[src/rtl/fdc_seek_ctrl.sv]
// fdc_seek_ctrl: floppy seek/recalibrate sequencer with spin-up wait, direction
// setup, step pulse/rate timing and head settle before reporting status.
module fdc_seek_ctrl #(
  parameter int unsigned STEP_PW   = 50,
  parameter int unsigned STEP_RATE = 150000,
  parameter int unsigned DIR_SU    = 50,
  parameter int unsigned SETTLE    = 750000,
  parameter int unsigned SPIN_TO   = 50000000,
  parameter int unsigned MAX_TRK   = 79
) (
  input  logic       clk,
  input  logic       rst,
  input  logic       cmd_valid,
  output logic       cmd_ready,
  input  logic       cmd_op,
  input  logic [6:0] cmd_track,
  input  logic [1:0] cmd_drive,
  input  logic       motor_req,
  output logic [3:0] drive_sel,
  output logic       motor_on,
  output logic       dir_sel,
  output logic       step,
  input  logic       track_0,
  input  logic       index,
  input  logic       ready,
  input  logic       wr_protect,
  output logic [6:0] cur_track,
  output logic       busy,
  output logic       done,
  output logic [1:0] err,
  output logic       wp_out,
  output logic       idx_out
);

  localparam logic [2:0] S_IDLE    = 3'd0;
  localparam logic [2:0] S_SPINUP  = 3'd1;
  localparam logic [2:0] S_DIRSU   = 3'd2;
  localparam logic [2:0] S_STEP_LO = 3'd3;
  localparam logic [2:0] S_STEP_HI = 3'd4;
  localparam logic [2:0] S_SETTLE  = 3'd5;
  localparam logic [2:0] S_FIN     = 3'd6;

  localparam logic [1:0] ERR_OK    = 2'd0;
  localparam logic [1:0] ERR_NRDY  = 2'd1;
  localparam logic [1:0] ERR_RECAL = 2'd2;
  localparam logic [1:0] ERR_TRK   = 2'd3;

  function automatic logic [31:0] at_least_one(input int unsigned v);
    if (v == 32'd0) begin
      return 32'd1;
    end else begin
      return v;
    end
  endfunction

  localparam logic [31:0] T_STEP_PW = at_least_one(STEP_PW);
  localparam logic [31:0] T_STEP_HI = (STEP_RATE > T_STEP_PW) ? (STEP_RATE - T_STEP_PW) : 32'd1;
  localparam logic [31:0] T_DIR_SU  = at_least_one(DIR_SU);
  localparam logic [31:0] T_SETTLE  = at_least_one(SETTLE);
  localparam logic [31:0] T_SPIN_TO = at_least_one(SPIN_TO);
  localparam logic [6:0]  MAX_TRK_7 = MAX_TRK[6:0];
  // A recalibrate gives up after one step more than the highest track number.
  localparam logic [7:0]  RECAL_LIMIT = {1'b0, MAX_TRK_7} + 8'd1;

  logic [2:0]  state_r;
  logic [31:0] timer_r;
  logic        op_r;
  logic [6:0]  target_r;
  logic [7:0]  step_cnt_r;
  logic        abort_r;
  logic        step_r;
  logic        dir_sel_r;
  logic        motor_on_r;
  logic [3:0]  drive_sel_r;
  logic [6:0]  cur_track_r;
  logic [1:0]  err_r;
  logic        wp_r;
  logic        idx_r;
  logic [6:0]  next_trk_s;
  logic        timer_last_s;

  // Head position after one more step in the current direction, saturating.
  always_comb begin
    next_trk_s = cur_track_r;
    if (dir_sel_r) begin
      if (cur_track_r != 7'd0) begin
        next_trk_s = cur_track_r - 7'd1;
      end else begin
        next_trk_s = cur_track_r;
      end
    end else begin
      if (cur_track_r < MAX_TRK_7) begin
        next_trk_s = cur_track_r + 7'd1;
      end else begin
        next_trk_s = cur_track_r;
      end
    end
  end

  assign timer_last_s = (timer_r <= 32'd1);

  // Sequencer state, shared down-counter and all registered outputs.
  always_ff @(posedge clk) begin
    if (rst) begin
      state_r     <= S_IDLE;
      timer_r     <= 32'd1;
      op_r        <= 1'b0;
      target_r    <= 7'd0;
      step_cnt_r  <= 8'd0;
      abort_r     <= 1'b0;
      step_r      <= 1'b1;
      dir_sel_r   <= 1'b0;
      motor_on_r  <= 1'b0;
      drive_sel_r <= 4'd0;
      cur_track_r <= 7'd0;
      err_r       <= ERR_OK;
      wp_r        <= 1'b0;
      idx_r       <= 1'b0;
    end else begin
      wp_r  <= wr_protect;
      idx_r <= index;
      case (state_r)
        S_IDLE: begin
          if (cmd_valid) begin
            op_r        <= cmd_op;
            target_r    <= cmd_track;
            drive_sel_r <= 4'b0001 << cmd_drive;
            motor_on_r  <= 1'b1;
            err_r       <= ERR_OK;
            abort_r     <= 1'b0;
            timer_r     <= T_SPIN_TO;
            state_r     <= S_SPINUP;
          end else begin
            motor_on_r <= motor_req;
            if (!motor_req) drive_sel_r <= 4'd0;
          end
        end
        S_SPINUP: begin
          if (ready) begin
            if (op_r) begin
              if (track_0) begin
                cur_track_r <= 7'd0;
                err_r       <= ERR_OK;
                state_r     <= S_FIN;
              end else begin
                dir_sel_r  <= 1'b1;
                step_cnt_r <= 8'd0;
                timer_r    <= T_DIR_SU;
                state_r    <= S_DIRSU;
              end
            end else if (target_r > MAX_TRK_7) begin
              err_r   <= ERR_TRK;
              state_r <= S_FIN;
            end else if (target_r == cur_track_r) begin
              err_r   <= ERR_OK;
              state_r <= S_FIN;
            end else begin
              dir_sel_r <= (target_r < cur_track_r);
              timer_r   <= T_DIR_SU;
              state_r   <= S_DIRSU;
            end
          end else if (timer_last_s) begin
            err_r   <= ERR_NRDY;
            state_r <= S_FIN;
          end else begin
            timer_r <= timer_r - 32'd1;
          end
        end
        S_DIRSU: begin
          if (!ready) begin
            err_r   <= ERR_NRDY;
            state_r <= S_FIN;
          end else if (timer_last_s) begin
            step_r      <= 1'b0;
            timer_r     <= T_STEP_PW;
            cur_track_r <= next_trk_s;
            step_cnt_r  <= step_cnt_r + 8'd1;
            state_r     <= S_STEP_LO;
          end else begin
            timer_r <= timer_r - 32'd1;
          end
        end
        S_STEP_LO: begin
          // A lost ready is remembered so the pulse and its recovery finish.
          if (!ready) abort_r <= 1'b1;
          if (timer_last_s) begin
            step_r  <= 1'b1;
            timer_r <= T_STEP_HI;
            state_r <= S_STEP_HI;
          end else begin
            timer_r <= timer_r - 32'd1;
          end
        end
        S_STEP_HI: begin
          if (timer_last_s) begin
            if (abort_r || !ready) begin
              err_r   <= ERR_NRDY;
              state_r <= S_FIN;
            end else if (track_0 && (op_r || dir_sel_r)) begin
              cur_track_r <= 7'd0;
              timer_r     <= T_SETTLE;
              state_r     <= S_SETTLE;
            end else if (op_r && (step_cnt_r >= RECAL_LIMIT)) begin
              err_r   <= ERR_RECAL;
              state_r <= S_FIN;
            end else if (!op_r && (cur_track_r == target_r)) begin
              timer_r <= T_SETTLE;
              state_r <= S_SETTLE;
            end else begin
              step_r      <= 1'b0;
              timer_r     <= T_STEP_PW;
              cur_track_r <= next_trk_s;
              step_cnt_r  <= step_cnt_r + 8'd1;
              state_r     <= S_STEP_LO;
            end
          end else begin
            if (!ready) abort_r <= 1'b1;
            timer_r <= timer_r - 32'd1;
          end
        end
        S_SETTLE: begin
          if (!ready) begin
            err_r   <= ERR_NRDY;
            state_r <= S_FIN;
          end else if (timer_last_s) begin
            err_r   <= ERR_OK;
            state_r <= S_FIN;
          end else begin
            timer_r <= timer_r - 32'd1;
          end
        end
        S_FIN: begin
          state_r <= S_IDLE;
        end
        default: begin
          step_r  <= 1'b1;
          state_r <= S_IDLE;
        end
      endcase
    end
  end

  assign cmd_ready = (state_r == S_IDLE);
  assign busy      = (state_r != S_IDLE);
  assign done      = (state_r == S_FIN);
  assign step      = step_r;
  assign dir_sel   = dir_sel_r;
  assign motor_on  = motor_on_r;
  assign drive_sel = drive_sel_r;
  assign cur_track = cur_track_r;
  assign err       = err_r;
  assign wp_out    = wp_r;
  assign idx_out   = idx_r;

endmodule
[config.mk]
export PLATFORM = sky130hd
export DESIGN_NAME = fdc_seek_ctrl
export DESIGN_NICKNAME = d
export VERILOG_FILES = /design/src/rtl/fdc_seek_ctrl.sv
export SDC_FILE = /design/constraint.sdc
export NUM_CORES = 1
export LEC_CHECK = 0
export CAP_MARGIN = 30
export CELL_PAD_IN_SITES_DETAIL_PLACEMENT = 0
export CELL_PAD_IN_SITES_GLOBAL_PLACEMENT = 2
export CORE_ASPECT_RATIO = 0.6
export CORE_MARGIN = 10
export CORE_UTILIZATION = 34
export DETAILED_ROUTE_END_ITERATION = 10
export MAX_ROUTING_LAYER = met4
export PLACE_DENSITY_LB_ADDON = 0.2
export SLEW_MARGIN = 20
export SYNTH_ARGS = -nofsm -noshare
export SYNTH_HDL_FRONTEND = slang
export SYNTH_SLANG_ARGS = --single-unit
[constraint.sdc]
create_clock -name clk -period 3 [get_ports clk]
set_clock_uncertainty 0.2 [all_clocks]
set_input_delay 0.6 -clock clk [delete_from_list [all_inputs] [get_ports clk]]
set_output_delay 0.6 -clock clk [all_outputs]
set_load 0.005 [all_outputs]
# Word level (Yosys, flattened, before mapping)
# Index checks and enable logic that the tools add are counted.
[word_totals]
regBits = 70
latch_bits = 0
ram_bits = 0
mem_bits_ro = 0
inputBits = 18
output_inout_bits = 21
elab_cells = 186
n_memories = 0
[op_classes]
add_sub_neg = 4
mul = 0
div = 0
order_cmp = 5
n_eq_ne = 42
shifts = 1
n_mux = 94
n_bitwise = 1
n_reduce_logical = 25
[op_table]
columns = ["cell", "n"]
rows = [
  ["$mux W32", 15],
  ["$pmux W32 S6", 1],
  ["$mux W7", 13],
  ["$mux W8", 10],
  ["$mux W3", 16],
  ["$ne A2 B2 Y1 const B", 20],
  ["$le A32 B1 Y1 const B", 1],
  ["$sub A32 B1 Y32 const B", 1],
  ["$mux W2", 14],
  ["$ne A3 B3 Y1 const B", 8],
  ["$pmux W8 S3", 1],
  ["$pmux W7 S3", 1],
  ["$mux W20", 1],
  ["$ne A4 B4 Y1 const B", 5],
  ["$reduce_and A10 Y1", 2],
  ["$pmux W3 S6", 1],
  ["$reduce_and A9 Y1", 2],
  ["$mux W1", 16],
  ["$eq A7 B7 Y1", 2],
  ["$reduce_and A11 Y1", 1],
  ["$pmux W2 S5", 1],
  ["$eq A3 B3 Y1 const B", 3],
  ["$reduce_bool A3 Y1", 3],
  ["$add A8 B1 Y8 const B", 1],
  ["26 further kinds", 33],
]

# Depth between registers and ports, before layout
[logic_depth]
ltp_word = 9
mapped_depth = 11
depth_no_buf = 11

# Least setup slack after synthesis
# No wires, ideal clock.
[synth_timing]
path_kind = "reg2reg"
from = "reg cur_track_r[6] (netlist: cur_track[6])"
to = "reg timer_r[28]"
setup_ns = 0.092
arrival_time_ns = 2.495
required_ns = 2.708
path_slack_ns = 0.213
path_stages_with_launch = 11
n_path_buf = 1
period_less_slack_ns = 2.787
cell_sequence = "dfxtp_1 > clkbuf_1 > inv_1 > ha_1 > nand4_1 > nor3_1 > o21ai_0 > o211a_1 > o21ai_1 > or4_1 > o32ai_1"
[synth_via]
elab_chain_cells = 3
[synth_lines]
columns = ["item", "line_no", "rtl"]
rows = [
  ["from (decl)", "75", "logic [6:0] cur_track_r;"],
  ["from (signal assigned)", "176", "cur_track_r <= next_trk_s;"],
  ["from (signal assigned)", "212", "cur_track_r <= next_trk_s;"],
  ["$eq A7 B7 Y1", "154", "end else if (target_r == cur_track_r) begin"],
  ["$ne A4 B4 Y1 (no line)", "--", ""],
  ["$reduce_and A9 Y1 (no line)", "--", ""],
  ["to (signal assigned)", "166", "timer_r <= timer_r - 32'd1;"],
  ["to (signal assigned)", "180", "timer_r <= timer_r - 32'd1;"],
  ["to (signal assigned)", "191", "timer_r <= timer_r - 32'd1;"],
  ["to (decl)", "66", "logic [31:0] timer_r;"],
]
# No other way between the ends.
# A chain may end at the register's enable or synchronous reset.

# Worst setup path in the final report
[layout_timing]
from = "reg timer_r[21]"
to = "reg timer_r[8]"
[layout_via]
elab_chain_cells = 4
word_cells_on_any_way = 12
cone_classes = "order compare (1); eq/ne (2); mux (8); reduce/logical (1)"
[layout_lines]
columns = ["item", "line_no", "rtl"]
rows = [
  ["$le A32 B1 Y1 (*)", "100", "assign timer_last_s = (timer_r <= 32'd1);"],
  ["$mux W32 (on tied branches) (2 in series)", "--", ""],
  ["$pmux W32 S6", "122", "case (state_r)"],
]
# Mark *: on every way between the ends. The rest lies on a longest branch, timed or not. The select of a mux whose other input is x is not followed.

==> flow_summary.html <==
<table>
<tr><th>Metric</th><th>Value</th></tr>
<tr><th colspan="2">Outcome</th></tr>
<tr><td>Result of the run</td><td>complete, no violations</td></tr>
<tr><th colspan="2">Floorplanning</th></tr>
<tr><td>Area inside the core boundary</td><td>13700 um^2</td></tr>
<tr><td>Number of top-level pins</td><td>39</td></tr>
<tr><td>Full die area</td><td>19400 um^2</td></tr>
<tr><td>Cell Rows</td><td>33</td></tr>
<tr><td>DIE HEIGHT</td><td>112 um</td></tr>
<tr><td>DIE WIDTH</td><td>173 um</td></tr>
<tr><td>Initial Util</td><td>0.349</td></tr>
<tr><th colspan="2">Global route</th></tr>
<tr><td>Remaining global-route overflow</td><td>0</td></tr>
<tr><td>All-layer global routing usage</td><td>0.184</td></tr>
<tr><td>Maximum number of pins on one net before global-route repair</td><td>53</td></tr>
<tr><td>First-pass GRT wire length</td><td>28200 um</td></tr>
<tr><td>Vias in the first global route</td><td>4968</td></tr>
<tr><td>Number of antenna violations at the first check in global routing</td><td>0</td></tr>
<tr><th colspan="2">Critical path</th></tr>
<tr><td>Critical Path Sink Type</td><td>flop</td></tr>
<tr><td>Capturing element of the worst setup path</td><td>timer_r[8]</td></tr>
<tr><td>Highest fanout seen on the critical path</td><td>5</td></tr>
<tr><td>End of the worst register-to-register path</td><td>timer_r[8]</td></tr>
<tr><td>WS Path Type</td><td>reg -&gt; reg</td></tr>
<tr><td>Critical path launch point</td><td>timer_r[21]</td></tr>
<tr><td>R2r startpoint</td><td>timer_r[21]</td></tr>
<tr><td>Launching element type of the critical path</td><td>flop</td></tr>
<tr><td>Arrival time of the worst setup path</td><td>2920 ps</td></tr>
<tr><td>R2R setup slack</td><td>110 ps</td></tr>
<tr><td>Required arrival time at the worst endpoint</td><td>3030 ps</td></tr>
<tr><td>Depth of the worst register-to-register path</td><td>6</td></tr>
<tr><th colspan="2">Clock network</th></tr>
<tr><td>Clock transition at path regs</td><td>60 ps</td></tr>
<tr><td>Sinks on Clock Net</td><td>70</td></tr>
<tr><td>Clock Latency Late Sink</td><td>340 ps</td></tr>
<tr><td>TritonCTS clock tree</td><td>yes</td></tr>
<tr><td>Maximum count of clock buffers along a single path</td><td>2</td></tr>
<tr><td>Count of hold-fix buffers inserted at cts</td><td>0</td></tr>
<tr><td>Number of buffers created by CTS</td><td>9</td></tr>
<tr><td>Maximum level of the CTS H-tree</td><td>3</td></tr>
<tr><td>Root Driver</td><td>clkbuf_16</td></tr>
<tr><th colspan="2">Drt</th></tr>
<tr><td>Count of nets left with antenna violations after detail routing</td><td>0</td></tr>
<tr><td>DRC violations left</td><td>0</td></tr>
<tr><td>Detailed-route wire length</td><td>18000 um</td></tr>
<tr><td>First-pass iteration count of the detailed router</td><td>7</td></tr>
<tr><td>Number of design-rule violations left by the first detailed-router iteration</td><td>683</td></tr>
<tr><td>Routed wirelength normalized by instance count</td><td>19.3 um</td></tr>
<tr><td>Ratio of routed vias to standard cells</td><td>5.78</td></tr>
<tr><td>Via count</td><td>5400</td></tr>
<tr><th colspan="2">Timing</th></tr>
<tr><td>Max-slew violations</td><td>0</td></tr>
<tr><td>Final hold violation count</td><td>0</td></tr>
<tr><td>Worst hold margin</td><td>258 ps</td></tr>
<tr><td>Unrepaired setup endpoints after global routing</td><td>no</td></tr>
<tr><td>Maximum clock frequency</td><td>0.346 GHz</td></tr>
<tr><td>Final setup vio count</td><td>0</td></tr>
<tr><td>Worst-margin pin slew</td><td>961 ps</td></tr>
<tr><td>Share of the cycle needed by the critical path after routing</td><td>0.962</td></tr>
<tr><td>Rel. slew slack</td><td>0.359</td></tr>
<tr><td>Minimum clock period after layout</td><td>2890 ps</td></tr>
<tr><th colspan="2">Min path</th></tr>
<tr><td>Hold WC Path Type</td><td>reg -&gt; reg</td></tr>
<tr><td>Worst min-delay path startpoint</td><td>target_r[0]</td></tr>
<tr><th colspan="2">Power and ir drop</th></tr>
<tr><td>Leakage power figure</td><td>0.00231 uW</td></tr>
<tr><td>Worst IR Drop VDD</td><td>0.000392 V</td></tr>
<tr><td>Power density of the placed cells</td><td>1080 nW/um^2</td></tr>
<tr><th colspan="2">Logic synthesis</th></tr>
<tr><td>Number of cells produced by synthesis</td><td>653</td></tr>
<tr><td>Number of enable flip-flop cells after synthesis</td><td>0</td></tr>
<tr><td>Syn. warnings</td><td>0</td></tr>
<tr><td>Cell variety after synth</td><td>72</td></tr>
<tr><td>Post-synthesis sequential area ratio</td><td>0.292</td></tr>
<tr><td>Netlist Area Pre-Place</td><td>4800 um^2</td></tr>
<tr><td>Average cell area after synthesis</td><td>7.36 um^2</td></tr>
<tr><td>Post-synthesis async set-or-reset flop share</td><td>0</td></tr>
<tr><td>Flip-flop cell with the highest count after synthesis</td><td>dfxtp_1</td></tr>
<tr><td>Post-Synthesis Net Count</td><td>686</td></tr>
<tr><td>Register bit total from synthesis</td><td>70</td></tr>
<tr><th colspan="2">Placement</th></tr>
<tr><td>Final HPWL from detailed placement</td><td>13700 um</td></tr>
<tr><td>Number of buffers added on ports</td><td>38</td></tr>
<tr><td>Final estimated routing congestion in global placement</td><td>0.944</td></tr>
<tr><th colspan="2">Layout</th></tr>
<tr><td>Number of diodes added for antenna fixing</td><td>0</td></tr>
<tr><td>Final layout net count</td><td>771</td></tr>
<tr><td>Util after Layout</td><td>0.447</td></tr>
<tr><td>Area overhead of the layout relative to synthesis</td><td>27.9%</td></tr>
<tr><td>Share of layout cells above drive strength 1</td><td>0.162</td></tr>
<tr><th colspan="2">Job</th></tr>
<tr><td>Count of max-cap constraint violations</td><td>0</td></tr>
</table>
state kept, by name, indices dropped and copies added, names as in the netlist:
register	count
timer_r	32
step_cnt_r	8
cur_track	7
target_r	7
drive_sel	4
state_r	3
err	2
abort_r	1
dir_sel	1
idx_out	1
motor_on	1
op_r	1
step	1
wp_out	1
how the worst min path moves through the flow:
stage	endpoint	slack [ps]	cells after the start
after floorplan	target_r[0]	240	2
after detailed placement	target_r[0]	250	2
after global placement	target_r[0]	250	2
final	target_r[0]	260	2
after global routing	target_r[2]	290	2
after CTS	target_r[0]	260	2
metal layers:
| layer | global-route usage | wire [um] |
|---|---|---|
| met5 | - | 0 |
| met4 | 0.0378 | 188 |
| met3 | 0.0616 | 2160 |
| met2 | 0.208 | 6170 |
| met1 | 0.287 | 9500 |
cells by family (layout without fill, tap and decap cells):
logic type	Yosys count	count (layout)	synth area share
adder cells (fa/ha/maj)	15	15	0.0391
AND/OR/NAND/NOR	287	287	0.316
AO/OA/AOI/OAI	205	205	0.275
XOR/XNOR	14	14	0.0255
buffers and inverters	61	151	0.0508
flip-flops	70	70	0.292
multiplexers	1	1	0.00208
worst max-delay path: stages (launching register included):
cell      delay [ps]
dfxtp_1          330
or4_1            670
nand4b_4         310
or4_4            630
a211oi_4         360
a211oi_1          90
a31o_1           190
per-stage QoR:
stage               TNS (ps)  setup WS (ps)  cell area (um^2)  cells  total power [uW]
floorplan                  0            213              4800    653              3730
global placement           0           35.4              5810    918              5440
detailed placement     -83.3          -22.2              5810    918              5390
CTS                        0            147              6120    934              6550
global route               0           8.27              6150    935              7080
finish                     0            114              6150    935              6660
what timing repair did:
item | in CTS | in global routing
buffers inserted | 0 | 1
endpoints found under the hold margin | 0 | 0
endpoints found under the setup margin | 0 | 13
resized for setup | 0 | 3
final cells by class:
class                      instances  area (um^2)
clock buffer                      11          253
clock inverter                     5         57.6
fill                            1414         7600
inverter                          22         82.6
multi-input combinational        522         3170
sequential                        70         1400
tap                              192          240
timing repair buffer             113          938
cell usage after synthesis (all sizes together) (4+ instances only):
cell type	n	share of area
xnor2	6	0.011
o2bb2ai	4	0.0073
nand4	13	0.020
nor2	81	0.065
or3	10	0.013
xor2	8	0.015
o32ai	4	0.0073
or4	10	0.017
nor4	14	0.027
and2	6	0.0078
nor3	25	0.032
buf	10	0.011
or2	6	0.0078
a211oi	7	0.016
inv	22	0.017
a31oi	15	0.020
dfxtp	70	0.29
o22ai	6	0.0078
a21oi	51	0.053
a32o	5	0.010
nand2	68	0.053
nor2b	9	0.012
and3	4	0.0052
nand2b	10	0.013
o211ai	8	0.013
o21ai	63	0.066
ha	15	0.039
clkbuf	29	0.023
nand3	20	0.021
o31ai	9	0.014
nand4b	4	0.010
where the power goes:
part / total (uW) / internal (uW) / leakage, uW / switching, uW
Sequential: 1340 / 1120 / 0.000571 / 219
Combinational: 4200 / 1620 / 0.00160 / 2570
Clock: 1120 / 688 / 0.000144 / 435
Total: 6660 / 3430 / 0.00231 / 3230
layout by cell type (no fill, tap or decap), types with 4 or more instances in the layout:
master / netlist / final
clkbuf_16: 0 / 9
o31ai_1: 9 / 8
o211ai_1: 8 / 8
or3_1: 10 / 10
nor2_1: 80 / 80
or4_1: 8 / 8
nor4_1: 10 / 10
a32o_1: 5 / 5
or2_2: 5 / 5
o2bb2ai_1: 4 / 4
a211oi_1: 4 / 4
o21ai_0: 54 / 54
nor2b_1: 9 / 9
and3_1: 4 / 4
clkdlybuf4s50_1: 0 / 37
nor3_1: 22 / 20
dfxtp_1: 70 / 70
nand4_1: 12 / 12
nand2b_1: 10 / 10
ha_1: 15 / 15
xor2_1: 8 / 8
xnor2_1: 6 / 6
o21ai_1: 8 / 8
and2_1: 6 / 6
inv_1: 22 / 22
buf_4: 0 / 75
nand3_1: 20 / 20
a31oi_1: 15 / 15
a21oi_1: 51 / 51
o22ai_1: 6 / 6
nand2_1: 68 / 68
o32ai_1: 4 / 4
No activity file was read; power rests on OpenSTA's default activity.
